## src/rtl/training_sample_feeder.sv

```systemverilog
// Training sample feeder: loadable (x1,x2,t) table, replayed per epoch.
// Ports: table write, run control, Training handshake, sample out,
// status. Optional cycle_cnt output with FEEDER_CYCLE_CNT_EN.
module training_sample_feeder #(
  parameter int XW        = 7,
  parameter int TW        = 2,
  parameter int AW        = 4,
  parameter int EW        = 6,
  parameter int MAX_EPOCH = 8
) (
  input  logic          Clk,
  input  logic          Rst,
  input  logic          wr_en,
  input  logic [AW-1:0] wr_addr,
  input  logic [XW-1:0] wr_x1,
  input  logic [XW-1:0] wr_x2,
  input  logic [TW-1:0] wr_t,
  input  logic [AW:0]   num_samples,
  input  logic          go,
  input  logic          abort,
  input  logic          ready,
  output logic [XW-1:0] x1,
  output logic [XW-1:0] x2,
  output logic [TW-1:0] t,
  output logic          Start,
  output logic          busy,
  output logic          done,
  output logic [EW-1:0] epoch_cnt
`ifdef FEEDER_CYCLE_CNT_EN
  ,
  output logic [15:0]   cycle_cnt
`endif
);

  localparam int DW    = 2*XW + TW;
  localparam int DEPTH = 2**AW;
  localparam logic [EW-1:0] MAXE = EW'(MAX_EPOCH);

  typedef enum logic [2:0] {
    S_IDLE,
    S_LOAD,
    S_ISSUE,
    S_WACK,
    S_WDONE,
    S_DONE,
    S_DRAIN
  } state_t;

  state_t          state_q, state_d;
  logic [AW-1:0]   idx_q, idx_d;
  logic [AW:0]     ns_q, ns_d;
  logic [EW-1:0]   ep_q, ep_d;
  logic [DW-1:0]   x_q, x_d;
  logic            start_q, start_d;
  logic            done_q, done_d;
  logic [DW-1:0]   mem_q [DEPTH];
  logic [DW-1:0]   rd;
  logic            wr_acc;
  logic            last;
  logic            ep_last;

  assign wr_acc  = wr_en && (state_q == S_IDLE);
  assign rd      = mem_q[idx_q];
  assign last    = ((AW+1)'(idx_q) + (AW+1)'(1)) >= ns_q;
  assign ep_last = (ep_q + EW'(1)) == MAXE;

  always_ff @(posedge Clk) begin
    if (wr_acc) begin
      mem_q[wr_addr] <= {wr_x1, wr_x2, wr_t};
    end
  end

  always_comb begin
    state_d = state_q;
    idx_d   = idx_q;
    ns_d    = ns_q;
    ep_d    = ep_q;
    x_d     = x_q;
    start_d = 1'b0;
    done_d  = 1'b0;
    unique case (state_q)
      S_IDLE: begin
        if (go) begin
          ns_d    = num_samples;
          idx_d   = '0;
          ep_d    = '0;
          state_d = (num_samples == '0) ? S_DONE : S_LOAD;
        end
      end
      S_LOAD: begin
        if (abort) begin
          state_d = S_IDLE;
        end else begin
          x_d     = rd;
          state_d = S_ISSUE;
        end
      end
      S_ISSUE: begin
        if (abort) begin
          state_d = S_IDLE;
        end else begin
          start_d = 1'b1;
          state_d = S_WACK;
        end
      end
      S_WACK: begin
        if (abort) begin
          state_d = S_DRAIN;
        end else if (!ready) begin
          state_d = S_WDONE;
        end
      end
      S_WDONE: begin
        if (abort) begin
          state_d = S_DRAIN;
        end else if (ready) begin
          if (!last) begin
            idx_d   = idx_q + AW'(1);
            state_d = S_LOAD;
          end else begin
            idx_d   = '0;
            ep_d    = ep_q + EW'(1);
            state_d = ep_last ? S_DONE : S_LOAD;
          end
        end
      end
      S_DONE: begin
        done_d  = 1'b1;
        state_d = S_IDLE;
      end
      S_DRAIN: begin
        if (ready) begin
          state_d = S_IDLE;
        end
      end
      default: state_d = S_IDLE;
    endcase
  end

  always_ff @(posedge Clk or negedge Rst) begin
    if (!Rst) begin
      state_q <= S_IDLE;
      idx_q   <= '0;
      ns_q    <= '0;
      ep_q    <= '0;
      x_q     <= '0;
      start_q <= 1'b0;
      done_q  <= 1'b0;
    end else begin
      state_q <= state_d;
      idx_q   <= idx_d;
      ns_q    <= ns_d;
      ep_q    <= ep_d;
      x_q     <= x_d;
      start_q <= start_d;
      done_q  <= done_d;
    end
  end

  assign {x1, x2, t} = x_q;
  assign Start       = start_q;
  assign done        = done_q;
  assign busy        = (state_q != S_IDLE);
  assign epoch_cnt   = ep_q;

`ifdef FEEDER_CYCLE_CNT_EN
  logic [15:0] cc_q, cc_d;

  always_comb begin
    cc_d = cc_q;
    if (state_q == S_IDLE) begin
      if (go) begin
        cc_d = '0;
      end
    end else if (cc_q != 16'hFFFF) begin
      cc_d = cc_q + 16'd1;
    end
  end

  always_ff @(posedge Clk or negedge Rst) begin
    if (!Rst) begin
      cc_q <= '0;
    end else begin
      cc_q <= cc_d;
    end
  end

  assign cycle_cnt = cc_q;
`endif

endmodule
```

## config.mk

```make
export PLATFORM = sky130hd
export DESIGN_NAME = training_sample_feeder
export DESIGN_NICKNAME = d
export VERILOG_FILES = /design/src/rtl/training_sample_feeder.sv
export SDC_FILE = /design/constraint.sdc
export NUM_CORES = 1
export LEC_CHECK = 0
export ABC_AREA = 1
export CAP_MARGIN = 40
export CORE_ASPECT_RATIO = 0.7
export CORE_UTILIZATION = 35
export DETAILED_ROUTE_END_ITERATION = 10
export PLACE_DENSITY = 0.61
export SLEW_MARGIN = 20
export SYNTH_ARGS = -nofsm -noshare
export SYNTH_HDL_FRONTEND = slang
export SYNTH_SLANG_ARGS = --single-unit
```

## constraint.sdc

```tcl
create_clock -name Clk -period 2.5 [get_ports Clk]
set_clock_uncertainty 0.1 [all_clocks]
set_input_delay 0.5 -clock Clk [delete_from_list [all_inputs] [get_ports Clk]]
set_output_delay 0.5 -clock Clk [all_outputs]
set_load 0.02 [all_outputs]
```

==> summary.txt <==
Critical path
  • Top fanout value on the critical path: 49
  • Arrival time at the worst endpoint: roughly 2700 ps
  • Nature of the critical path endpoint: flip-flop
  • Worst Reg-to-Reg Cells: 9
  • Critical register-to-register path startpoint: idx_q[0]
  • Critical path startpoint category: flip-flop
  • Crit path kind: reg -> reg
  • Endpoint of the lowest-slack register-to-register path: x_q[11]
  • Required time of the worst setup path: about 2900 ps
  • Worst reg2reg setup slack: 220 ps

Yosys
  • Portion of netlist area occupied by mux cells: 0.261%
  • Fraction of the mapped netlist area in compound gates: 8.88%
  • Synth warn: 0
  • Synth Register Bits: 292
  • Synthesized area: between 10000 and 15000 um2
  • Number of library cell types mapped by synthesis: 32
  • Async set-or-reset flop fraction in the synthesized netlist: between 10% and 20%
  • Post-Syn Nets: 1075
  • Dominant combinational cell family by area after synthesis: simple AND/OR/NAND/NOR gates
  • Share of synthesized cell area in and, or, nand and nor gates: 14.4%
  • Number of flops mapped to enable cells by yosys: 256
  • Share of the yosys chip area belonging to registers: a little under three quarters
  • Cell count after synthesis: ~1.0k
  • Adder-cell share of the synthesized area: less than 1%
  • Leading register cell type out of synthesis: sky130_fd_sc_hd__edfxtp_1
  • Post-synthesis average cell area: 11.6 um2
  • Xor and xnor fraction of the mapped netlist area: 0.146%

Layout
  • Most common cell after layout, fill and taps aside: sky130_fd_sc_hd__edfxtp_1
  • Fill count: approximately 3.1k
  • Synthesis-to-finish area growth: 21.6%
  • Count of antenna diodes in the layout: 0
  • Total area of sequential cells: between 8000 and 9000 um2
  • Number of nets in the layout: 1178
  • Footprint of the multi-input gates: 2990 um2
  • Most used cells in the layout excluding fill and tap cells: sky130_fd_sc_hd__edfxtp_1 (256), sky130_fd_sc_hd__nand2_1 (254), sky130_fd_sc_hd__nor2_1 (98), sky130_fd_sc_hd__o21ai_0 (75), sky130_fd_sc_hd__a21oi_1 (70)
  • Fin util: 43.4%
  • Share of layout cells above drive strength 1: 13.0%

Clock network
  • TritonCTS clock tree: built
  • Clock buffer count from CTS: 28
  • Total number of clock tree sinks: 292
  • Clk root buf: sky130_fd_sc_hd__clkbuf_16
  • Clock edge transition at the registers on the reported setup and hold paths: ~60 ps
  • Number of H-tree branching levels: 1
  • Deepest clock path buffer count: 3
  • Skew-Pair Late Insertion Delay: roughly 550 ps

Die
  • Number of placement rows: 56
  • Die extent in y: about 160 um
  • Initial Util: a little over a third
  • Ports: 56
  • Die span in x: ~220 um
  • Area enclosed by the die boundary: between 30000 and 40000 um2
  • Area of the placeable core: 33600 um2

Place
  • Detailed-placement wirelength estimate: ~21 mm
  • Count of input and output buffers: 55
  • Final GP Congestion: roughly 0.85

STA
  • Clock period minus worst slack: 2280 ps
  • RSZ-0062 raised after global routing: no
  • Relative slew margins: between 60% and 70%
  • Maximum achievable frequency: approximately 440 MHz
  • Final Cycle Share: 91.2%
  • Count of final setup violators: 0
  • Summed negative setup slack over all endpoints: 0 ps
  • Worst slew pin tran: ~590 ps
  • Pins over their slew limit: 0
  • Final hold violations: 0

Route
  • Final Routed Wirelength: approximately 33 mm
  • First drt pass iteration count: 5
  • Wirelength per Cell: between 20 and 25 um
  • Remaining design rule violation count: 0
  • Detailed router's first-iteration violation count: ~940
  • Total number of vias: a little over 8k
  • Detail-routed via count per cell: roughly 5
  • Number of routed nets with antenna violations: 0

GRT
  • All-layer global routing usage: a little under a fifth
  • Number of antenna violations at the first check in global routing: 1
  • Wire length of the first global-routing pass: around 50 mm
  • Total grt overflow: 0
  • Maximum number of pins on one net before global-route repair: 129
  • Via count of the first global-routing pass: around 7.6k

Run
  • Count of maximum capacitance violations: 0

Pwr
  • Maximum resistive drop on vdd: about 500 uV
  • Power per unit of standard cell area: between 900 and 1000 nW/um2
  • Lkg Pwr: 5.48 nW

Min path
  • Hold wc startpoint: x_q[9]
  • Path type of the worst min-delay path: reg -> reg
  • Worst hold path depth: 2
  • Endpoint of the worst hold path: x_q[9]

Run status
  • Run status: completed
[sequential cells by signal, summed over array words and instances (netlist names)]
register / count
Start: 1
idx_q: 4
ns_q: 5
x_q: 16
done: 1
epoch_cnt: 6
mem_q: 256
state_q: 3
[cells in the mapped netlist (all sizes together) (11+ instances only)]
| cell | n | area, um2 |
|---|---|---|
| edfxtp | 256 | 7690 |
| o22ai | 35 | 219 |
| nand3 | 29 | 150 |
| a21oi | 70 | 350 |
| buf | 39 | 230 |
| nand2 | 258 | 988 |
| dfrtp | 36 | 901 |
| nor2 | 116 | 450 |
| nor3 | 20 | 111 |
| clkbuf | 11 | 41.3 |
| inv | 54 | 203 |
| o21ai | 93 | 488 |
[report_power, final]
part	switching (mW)	leakage [nW]	total, mW	internal, mW
Sequential	0.177	2.77	5.78	5.60
Combinational	2.18	2.24	3.24	1.06
Clock	1.83	0.473	4.42	2.58
[per-stage QoR]
stage               area, um2  instances  hold slack [ps]  setup WS, ps  total power, mW
floorplan               12000       1036              104           173             7.78
global placement        13600       1543              367           232             9.05
detailed placement      13600       1543              365           238             9.08
CTS                     14600       1596              384           213             13.5
global route            14600       1596              411          45.0             14.0
finish                  14600       1596              381           221             13.4
[area by class of cell]
type	instances	area share (%)
clock inverter	20	1.39
clock buffer	32	5.19
timing repair buffer	123	8.96
tap	435	3.73
inverter	55	1.42
sequential	292	58.9
multi-input combinational	639	20.5
[worst max-delay path by stage]
stage | start | to | slack [ps] | depth (start not counted)
final | idx_q[0] | x_q[11] | 220 | 9
after global routing | idx_q[0] | epoch_cnt[4] | 40 | 13
after CTS | epoch_cnt[2] | epoch_cnt[2] | 210 | 1
after detailed placement | wr_en | mem_q[13][6] | 240 | 8
after global placement | wr_en | mem_q[1][8] | 230 | 8
after floorplan | idx_q[0] | epoch_cnt[2] | 170 | 16
[logic make-up (layout without fill, tap and decap cells)]
| logic type | after synthesis | count (layout) |
|---|---|---|
| buffers and inverters | 105 | 230 |
| XOR/XNOR | 2 | 2 |
| flip-flops | 292 | 292 |
| AO/OA/AOI/OAI | 199 | 199 |
| AND/OR/NAND/NOR | 427 | 427 |
| adder cells (fa/ha/maj) | 8 | 8 |
| multiplexers | 3 | 3 |
[what timing repair did]
item,4_1_cts,5_1_grt
hold buffers,1,0
endpoints found under the hold margin,21,0
setup buffers,0,0
resized for setup,1,1
endpoints found under the setup margin,1,6
[worst max-delay path, stage by stage, from the launching register on]
cell and delay [ps]:
sky130_fd_sc_hd__dfrtp_4 520, sky130_fd_sc_hd__clkinv_2 130, sky130_fd_sc_hd__buf_12 250, sky130_fd_sc_hd__buf_4 210, sky130_fd_sc_hd__o21ai_0 110, sky130_fd_sc_hd__o22ai_1 370
sky130_fd_sc_hd__nand2_1 220, sky130_fd_sc_hd__nand2_1 130, sky130_fd_sc_hd__nand3_1 80, sky130_fd_sc_hd__nand2_1 60
[per-layer routing]
| metal | vias to the layer above | global-route usage [%] | share of wire, % |
|---|---|---|---|
| li1 | 3820 | - | - |
| met3 | 38 | 5.17 | 11 |
| met5 | - | 0 | 0 |
| met1 | 3938 | 30.1 | 48 |
| met4 | 0 | 3.39 | 1.4 |
| met2 | 410 | 25.1 | 39 |
(Power assumes the default switching activity.)
